`config.mk`:
```
export PLATFORM = sky130hd
export DESIGN_NAME = run_detector_n
export DESIGN_NICKNAME = d
export VERILOG_FILES = /design/src/rtl/run_det_pkg.sv /design/src/rtl/sat_counter.sv /design/src/rtl/run_detector_n.sv
export SDC_FILE = /design/constraint.sdc
export NUM_CORES = 1
export LEC_CHECK = 0
export CAP_MARGIN = 20
export CORE_UTILIZATION = 40
export DETAILED_ROUTE_END_ITERATION = 10
export HOLD_SLACK_MARGIN = 0.1
export PLACE_DENSITY = 0.7
export SLEW_MARGIN = 10
export SYNTH_ARGS = -nofsm -noshare
export SYNTH_HDL_FRONTEND = slang
export SYNTH_HIERARCHICAL = 1
export SYNTH_SLANG_ARGS = --single-unit
```
`constraint.sdc`:
```
create_clock -name clk -period 2.15 [get_ports clk]
set_clock_uncertainty 0.2 [all_clocks]
set_input_delay 0.215 -clock clk [delete_from_list [all_inputs] [get_ports clk]]
set_output_delay 0.215 -clock clk [all_outputs]
set_load 0.03 [all_outputs]
```
`src/rtl/run_det_pkg.sv`:
```
// rtl/run_det_pkg.sv - shared mode encodings and qualifier helpers for run_detector_n
//
// Purpose: mode encodings for the run detector, plus helpers that decide
// which run polarities a mode value qualifies.
package run_det_pkg;

  typedef enum logic [1:0] {
    MODE_BOTH = 2'b00,
    MODE_ZERO = 2'b01,
    MODE_ONE  = 2'b10,
    MODE_OFF  = 2'b11
  } mode_e;

  function automatic logic zero_qualified(input logic [1:0] m);
    return (m == MODE_BOTH) || (m == MODE_ZERO);
  endfunction

  function automatic logic one_qualified(input logic [1:0] m);
    return (m == MODE_BOTH) || (m == MODE_ONE);
  endfunction

endpackage

```
`src/rtl/sat_counter.sv`:
```
// rtl/sat_counter.sv - saturating up-counter with synchronous clear
//
// Purpose: counts i_inc pulses and holds at all-ones instead of wrapping.
// Ports:
//   clk     - clock, rising edge
//   i_sclr  - synchronous active-high reset
//   i_clr   - synchronous clear; wins over a simultaneous increment
//   i_inc   - increment request
//   o_count - current count
module sat_counter #(
  parameter int W = 8
) (
  input  logic         clk,
  input  logic         i_sclr,
  input  logic         i_clr,
  input  logic         i_inc,
  output logic [W-1:0] o_count
);

  localparam logic [W-1:0] ONE = W'(1);

  logic [W-1:0] r_count;

  always_ff @(posedge clk) begin
    if (i_sclr || i_clr) begin
      r_count <= '0;
    end else if (i_inc && (r_count != '1)) begin
      r_count <= r_count + ONE;
    end
  end

  assign o_count = r_count;

endmodule

```
`src/rtl/run_detector_n.sv`:
```
// rtl/run_detector_n.sv - one-hot run-length detector for zero/one runs
//
// Purpose: tracks the current run of equal serial samples in a one-hot state
// vector and flags runs of at least RUN_LEN samples whose polarity is enabled
// by mode.
// Ports:
//   clk     - clock, rising edge
//   sclr    - synchronous active-high reset
//   en      - sample enable; w is consumed only when high
//   w       - serial data sample
//   mode    - 00 both, 01 zero-runs, 10 one-runs, 11 off
//   clr_cnt - synchronous clear of hit_cnt
//   z       - qualified run detected (combinational from state and mode)
//   hit     - registered one-cycle pulse on entry into a qualified terminal state
//   hit_cnt - saturating count of hit pulses
//   y       - one-hot state: [0] idle, [1..RUN_LEN] zero-runs, [RUN_LEN+1..] one-runs
module run_detector_n
  import run_det_pkg::*;
#(
  parameter int RUN_LEN = 4,
  parameter int CNT_W   = 8,
  localparam int STATE_W = 2 * RUN_LEN + 1
) (
  input  logic               clk,
  input  logic               sclr,
  input  logic               en,
  input  logic               w,
  input  logic [1:0]         mode,
  input  logic               clr_cnt,
  output logic               z,
  output logic               hit,
  output logic [CNT_W-1:0]   hit_cnt,
  output logic [STATE_W-1:0] y
);

  localparam int Z_TERM = RUN_LEN;
  localparam int O_TERM = 2 * RUN_LEN;

  logic [STATE_W-1:0] r_y;
  logic [STATE_W-1:0] w_next;
  logic               r_hit;
  logic               w_hit_set;
  logic               w_zero_q;
  logic               w_one_q;

  always_comb begin
    w_next = r_y;
    if (en) begin
      w_next = '0;
      if (!w) begin
        // Idle or any one-run restarts a zero-run at length 1.
        w_next[1] = r_y[0] | (|r_y[O_TERM:RUN_LEN+1]);
        for (int k = 2; k <= RUN_LEN; k++) begin
          w_next[k] = r_y[k-1];
        end
        w_next[Z_TERM] = w_next[Z_TERM] | r_y[Z_TERM];
      end else begin
        w_next[RUN_LEN+1] = r_y[0] | (|r_y[Z_TERM:1]);
        for (int k = 2; k <= RUN_LEN; k++) begin
          w_next[RUN_LEN+k] = r_y[RUN_LEN+k-1];
        end
        w_next[O_TERM] = w_next[O_TERM] | r_y[O_TERM];
      end
    end
  end

  assign w_zero_q = zero_qualified(mode);
  assign w_one_q  = one_qualified(mode);

  // Terminal states are only re-entered from themselves, so "next terminal
  // and not currently terminal" is exactly a fresh entry.
  assign w_hit_set = en &
                     ((w_next[Z_TERM] & ~r_y[Z_TERM] & w_zero_q) |
                      (w_next[O_TERM] & ~r_y[O_TERM] & w_one_q));

  always_ff @(posedge clk) begin
    if (sclr) begin
      r_y   <= STATE_W'(1);
      r_hit <= 1'b0;
    end else begin
      r_y   <= w_next;
      r_hit <= w_hit_set;
    end
  end

  sat_counter #(
    .W(CNT_W)
  ) u_hit_cnt (
    .clk    (clk),
    .i_sclr (sclr),
    .i_clr  (clr_cnt),
    .i_inc  (w_hit_set),
    .o_count(hit_cnt)
  );

  assign z   = (r_y[Z_TERM] & w_zero_q) | (r_y[O_TERM] & w_one_q);
  assign hit = r_hit;
  assign y   = r_y;

endmodule

```
# --- Word level (Yosys, flattened, before mapping) ---
# Index checks and enable logic that the tools add are counted.
classes:
  bitwise: 15
  n_mux: 3
  n_eq_ne: 3
  n_addsub: 1
  n_reduce_logical: 7
ops:
  columns: ["operator", "n"]
  rows:
  - ["$mux 9", 1]
  - ["$add 8x1->8 const B", 1]
  - ["$mux 4", 2]
  - ["$ne 8x8->1 const B", 1]
  - ["$reduce_or 4->1", 2]
  - ["$and 1x1->1", 7]
  - ["$or 1x1->1", 6]
  - ["$logic_or 1x1->1", 3]
  - ["$eq 2x1->1 const B", 1]
  - ["$eq 2x2->1 const B", 1]
  - ["$logic_not 2->1", 1]
  - ["$not 1->1", 2]
  - ["$logic_and 1x1->1", 1]
word_totals:
  word_cells: 33
  regBits: 18
  in_bits: 7
  output_inout_bits: 19

# --- Longest topological paths before layout ---
# Gate-level depths: netlist (run 1).
logic_depth:
  word_depth: 9
  ltp_mapped: 7
  ltp_nobuf: 6

# --- Hierarchy ---
# Netlist (run 1), hierarchy kept.
by_module_without_submodules:
  columns: ["module", "instances", "cells_per_inst", "area_each_um2", "seq_area_each_um2"]
  rows:
  - ["run_detector_n", 1, 48, 421.7, 200.2]
  - ["sat_counter", 1, 48, 421.7, 160.2]

# --- Worst setup path after synthesis (run 1) ---
# OpenSTA, ideal clock, no wires.
synth_timing:
  path_type: "flip-flop to flip-flop"
  start: "register r_y[3], in the netlist y[3]"
  end: "register u_hit_cnt.r_count[6], in the netlist u_hit_cnt/o_count[6]"
  t_arrival_ps: 1757
  path_stages_with_launch: 7
  setup_ps: 115
  path_slack_ps: 77
  t_required_ps: 1835
  path_buffers: 0
  cell_sequence: "dfxtp_1 > nor4b_1 > a31oi_1 > nor2_1 > nand3_1 > or4_1 > and3_1"
synth_via:
  elab_chain_len: 8
synth_rtl:
  columns: ["item", "line", "text"]
  rows:
  - ["from (decl)", "run_detector_n.sv:39", "logic [STATE_W-1:0] r_y;"]
  - ["from (signal assigned)", "run_detector_n.sv:81", "r_y <= w_next;"]
  - ["$or 1x1->1", "run_detector_n.sv:56", "w_next[Z_TERM] = w_next[Z_TERM] | r_y[Z_TERM];"]
  - ["$mux 4", "run_detector_n.sv:50", "if (!w) begin"]
  - ["$mux 9", "run_detector_n.sv:48", "if (en) begin"]
  - ["$and 1x1->1 (2 in a row)", "run_detector_n.sv:73", "((w_next[Z_TERM] & ~r_y[Z_TERM] & w_zero_q) |"]
  - ["$or 1x1->1", "run_detector_n.sv:73", null]
  - ["$and 1x1->1", "run_detector_n.sv:72", "assign w_hit_set = en &"]
  - ["via w_hit_set", "run_detector_n.sv:42", "logic w_hit_set;"]
  - ["$logic_and 1x1->1", "sat_counter.sv:27", "end else if (i_inc && (r_count != '1)) begin"]
  - ["to (signal assigned)", "sat_counter.sv:28", "r_count <= r_count + ONE;"]
  - ["to (decl)", "sat_counter.sv:22", "logic [W-1:0] r_count;"]
# The timed path passes the listed nets, and every way through them passes these cells.
# A chain may end at the register's enable or synchronous reset.

# --- Worst setup path after layout (run 1) ---
layout_timing:
  start: "register r_y[4], in the netlist y[4]"
  end: "output z"
layout_via:
  elab_chain_len: 2
layout_rtl:
  columns: ["item", "line", "text"]
  rows:
  - ["$and 1x1->1", "run_detector_n.sv:96", "assign z = (r_y[Z_TERM] & w_zero_q) | (r_y[O_TERM] & w_one_q);"]
  - ["$or 1x1->1", "run_detector_n.sv:96", null]
  - ["to (decl)", "run_detector_n.sv:30", "output logic z,"]
# Every way passes these cells.

==> results of run 1 <==
==> cells by family after synthesis <==
group | count (synthesis) | synth area share, %
multiplexers | 4 | 4.748
flip-flops | 18 | 42.73
buffers and inverters | 8 | 5.488
AO/OA/AOI/OAI | 23 | 17.36
adder cells (fa/ha/maj) | 1 | 1.483
AND/OR/NAND/NOR | 42 | 28.19
==> critical path: stages (launching register included) <==
cell and delay [ns]:
dfxtp_1 0.42, inv_1 0.06, o22ai_1 0.16, clkdlybuf4s50_1 0.69
==> layout make-up <==
cell class | count | area [um^2] | area share (%)
flip-flops and latches | 18 | 360.3 | 30.61
clock buffers | 4 | 36.28 | 3.082
multi-input cells | 70 | 436.7 | 37.09
inverters | 4 | 15.01 | 1.275
repair buffers | 31 | 295.3 | 25.08
well taps | 27 | 33.78 | 2.869
==> per-stage QoR <==
| stage | TNS (ns) | utilization (%) | area (um^2) | std cells |
|---|---|---|---|---|
| global route | 0 | 60.01 | 1177 | 154 |
| floorplan | 0 | - | 843.3 | 96 |
| global placement | -0.06668 | 58.16 | 1141 | 150 |
| CTS | 0 | 60.01 | 1177 | 154 |
| finish | 0 | 60.01 | 1177 | 154 |
| detailed placement | -0.1186 | 58.16 | 1141 | 150 |
==> per-layer routing <==
layer | vias up | global-route usage (%)
li1 | 412 | -
met3 | 2 | 5.660
met2 | 14 | 21.89
met4 | 0 | 3.889
met1 | 386 | 23.86
met5 | - | 0
==> path summary, 6_finish.rpt <==
path | start | slack, ns | cells past startpoint | end
setup / recovery | y[4]$_SDFF_PP0_ | 0.13 | 3 | z
hold / removal | y[1]$_SDFFE_PP0P_ | 0.30 | 2 | y[1]$_SDFFE_PP0P_
setup reg to reg | y[4]$_SDFF_PP0_ | 0.23 | 6 | u_hit_cnt/o_count[6]$_SDFFE_PP0P_
hold reg to reg | y[1]$_SDFFE_PP0P_ | 0.30 | 2 | y[1]$_SDFFE_PP0P_
==> power by group through the flow <==
stage / Clock, uW / Combinational, uW / Sequential, uW
after floorplan: 0 / 26.3 / 357
after global routing: 223 / 66.2 / 342
after CTS: 216 / 61.9 / 342
after global placement: 0 / 61.3 / 349
final: 208 / 61.8 / 341
after detailed placement: 0 / 61.6 / 349
==> sequential cells by signal, summed over array words and instances (netlist names) <==
register and cells:
y 9, hit 1, u_hit_cnt/o_count 8
==> cell usage after synthesis, drive strengths merged <==
| master | n | area [um^2] |
|---|---|---|
| dfxtp | 18 | 360.4 |
| nand2 | 13 | 48.80 |
| a21oi | 12 | 60.06 |
| buf | 4 | 31.27 |
| mux2i | 4 | 40.04 |
| nand3 | 4 | 20.02 |
| nor2 | 4 | 15.01 |
| inv | 3 | 11.26 |
| or3 | 3 | 20.02 |
| or4 | 3 | 26.27 |
| a21boi | 2 | 18.77 |
| and3 | 2 | 12.51 |
| and3b | 2 | 17.52 |
| and4 | 2 | 18.77 |
| nand4 | 2 | 12.51 |
| nor3 | 2 | 10.01 |
| o21ai | 2 | 10.00 |
| a211oi | 1 | 7.510 |
| a21o | 1 | 7.510 |
| a2bb2oi | 1 | 8.760 |
| a31oi | 1 | 6.260 |
| and2 | 1 | 7.510 |
| clkinv | 1 | 3.750 |
| ha | 1 | 12.51 |
| nand3b | 1 | 7.510 |
| nor2b | 1 | 6.260 |
| nor4 | 1 | 6.260 |
| nor4b | 1 | 8.760 |
| o2111ai | 1 | 8.760 |
| o211ai | 1 | 12.51 |
| o22ai | 1 | 6.260 |
==> results.sh, run 1 <==
export IMPL_status="complete, no violations"
export IMPL_holdBufCountCts=0
export IMPL_drv_cap=0
export IMPL_area_growth_syn_to_layout_pct=39.61
export IMPL_cp_data_required_time_ns=1.74
export IMPL_syn_nets=104
export IMPL_grt_pass1_wl_um=2580
export IMPL_dpl_worst_slack_ns=-0.07956
export IMPL_rows=16
export IMPL_ys_ff_latch=18
export IMPL_slew_headroom_pct=68.26
export IMPL_endpoint_kind="output pin"
export IMPL_cts_buffers=3
export IMPL_worst_pin_slew_ns=0.4744
export IMPL_p_int_uw=471.4
export IMPL_wl_met2_um=823
export IMPL_post_route_min_period_ns=2.024
export IMPL_drtPass1Iterations=4
export IMPL_p_switching_uw=139.6
export IMPL_nets=136
export IMPL_post_route_drc_count=0
export IMPL_slew_viol_final=0
export IMPL_totalWireLength_um=1821
export IMPL_worstPathArrival_ns=1.61
export IMPL_cts_tree="done"
export IMPL_grt_max_degree=12
export IMPL_grt_pass1_vias=616
export IMPL_hpwl_um=1408
export IMPL_hold_class="reg2reg"
export IMPL_hold_ws_ns=0.3015
export IMPL_post_drt_wl_per_cell_um=11.82
export IMPL_fmax_mhz=494.1
export IMPL_drtAntennaViolNets=0
export IMPL_syn_avg_cell_area_um2=8.784
export IMPL_ys_seq_area_share_pct=42.73
export IMPL_crit_type="reg2out"
export IMPL_wl_met1_um=925
export IMPL_power_frac_seq_pct=55.9
export IMPL_fin_total_pwr_uw=611.0
export IMPL_insertion_delay_ns=0.30
export IMPL_cts_resized=0
export IMPL_p_comb_share_pct=10.1
export IMPL_vias=814
export IMPL_fillCellCount=199
export IMPL_p_leak_uw=0.0004184
export IMPL_powerDensity_nw_per_um2=518.9
export IMPL_post_cts_buffers=0
export IMPL_hold_viol_final=0
export IMPL_setup_viol=0
export IMPL_io_pins=26
export IMPL_cp_start_kind="flop"
export IMPL_core_area_um2=1962
export IMPL_irDropWorstVdd_mv=0.3971
export IMPL_root_buffer="clkbuf_4"
export IMPL_timing_final_ws_setup_ns=0.1263
export IMPL_antenna_found_initial=0
export IMPL_top_layer="met4"
export IMPL_htree_num_levels=1
export IMPL_die_h_um=47.92
export IMPL_num_antenna_cells=0
export IMPL_routabilityCongestion=0.7522
export IMPL_gr_usage_all_layers_pct=16.06
export IMPL_timing_final_crit_share_pct=94.12
export IMPL_rsz0062_at_grt="false"
export IMPL_grt_overflow=0
export IMPL_cts_buffer_depth=2
export IMPL_clockPowerShare_pct=34.0
export IMPL_synth_cell_type_count=38
export IMPL_start_util_pct=42.98
export IMPL_path_max_fanout=5
export IMPL_final_layout_size_suffix_gt1_share_pct=12.60
export IMPL_drt_iter0_drc=10
export IMPL_layout_commonest_cell="clkdlybuf4s50_1"
export IMPL_vias_per_cell=5.286
export IMPL_switching_share_pct=22.84
export IMPL_routed_wl_met3_um=63
export IMPL_netlist_instances=96
export IMPL_port_buffers=25
export IMPL_syn_area_um2=843.3
export IMPL_path_clk_slew_ns=0.10
export IMPL_yosys_warnings=6
export IMPL_die_w_um=47.92
export IMPL_layout_common_cells="clkdlybuf4s50_1 (25), dfxtp_1 (18), nand2_1 (13)"
export IMPL_numClockSinks=18
export IMPL_fp_dieArea_um2=2296
No activity file was read; power rests on OpenSTA's default activity.
==> inputs of run 2 (changes only) <==
--- a/config.mk
+++ b/config.mk
@@ -7,6 +7,7 @@
 export LEC_CHECK = 0
 export CAP_MARGIN = 20
 export CORE_UTILIZATION = 40
+export CTS_CLUSTER_DIAMETER = 50
 export DETAILED_ROUTE_END_ITERATION = 10
 export HOLD_SLACK_MARGIN = 0.1
 export PLACE_DENSITY = 0.7
==> results of run 2 <==
No change in the layout: final DEF, timing and power equal those of run 1.
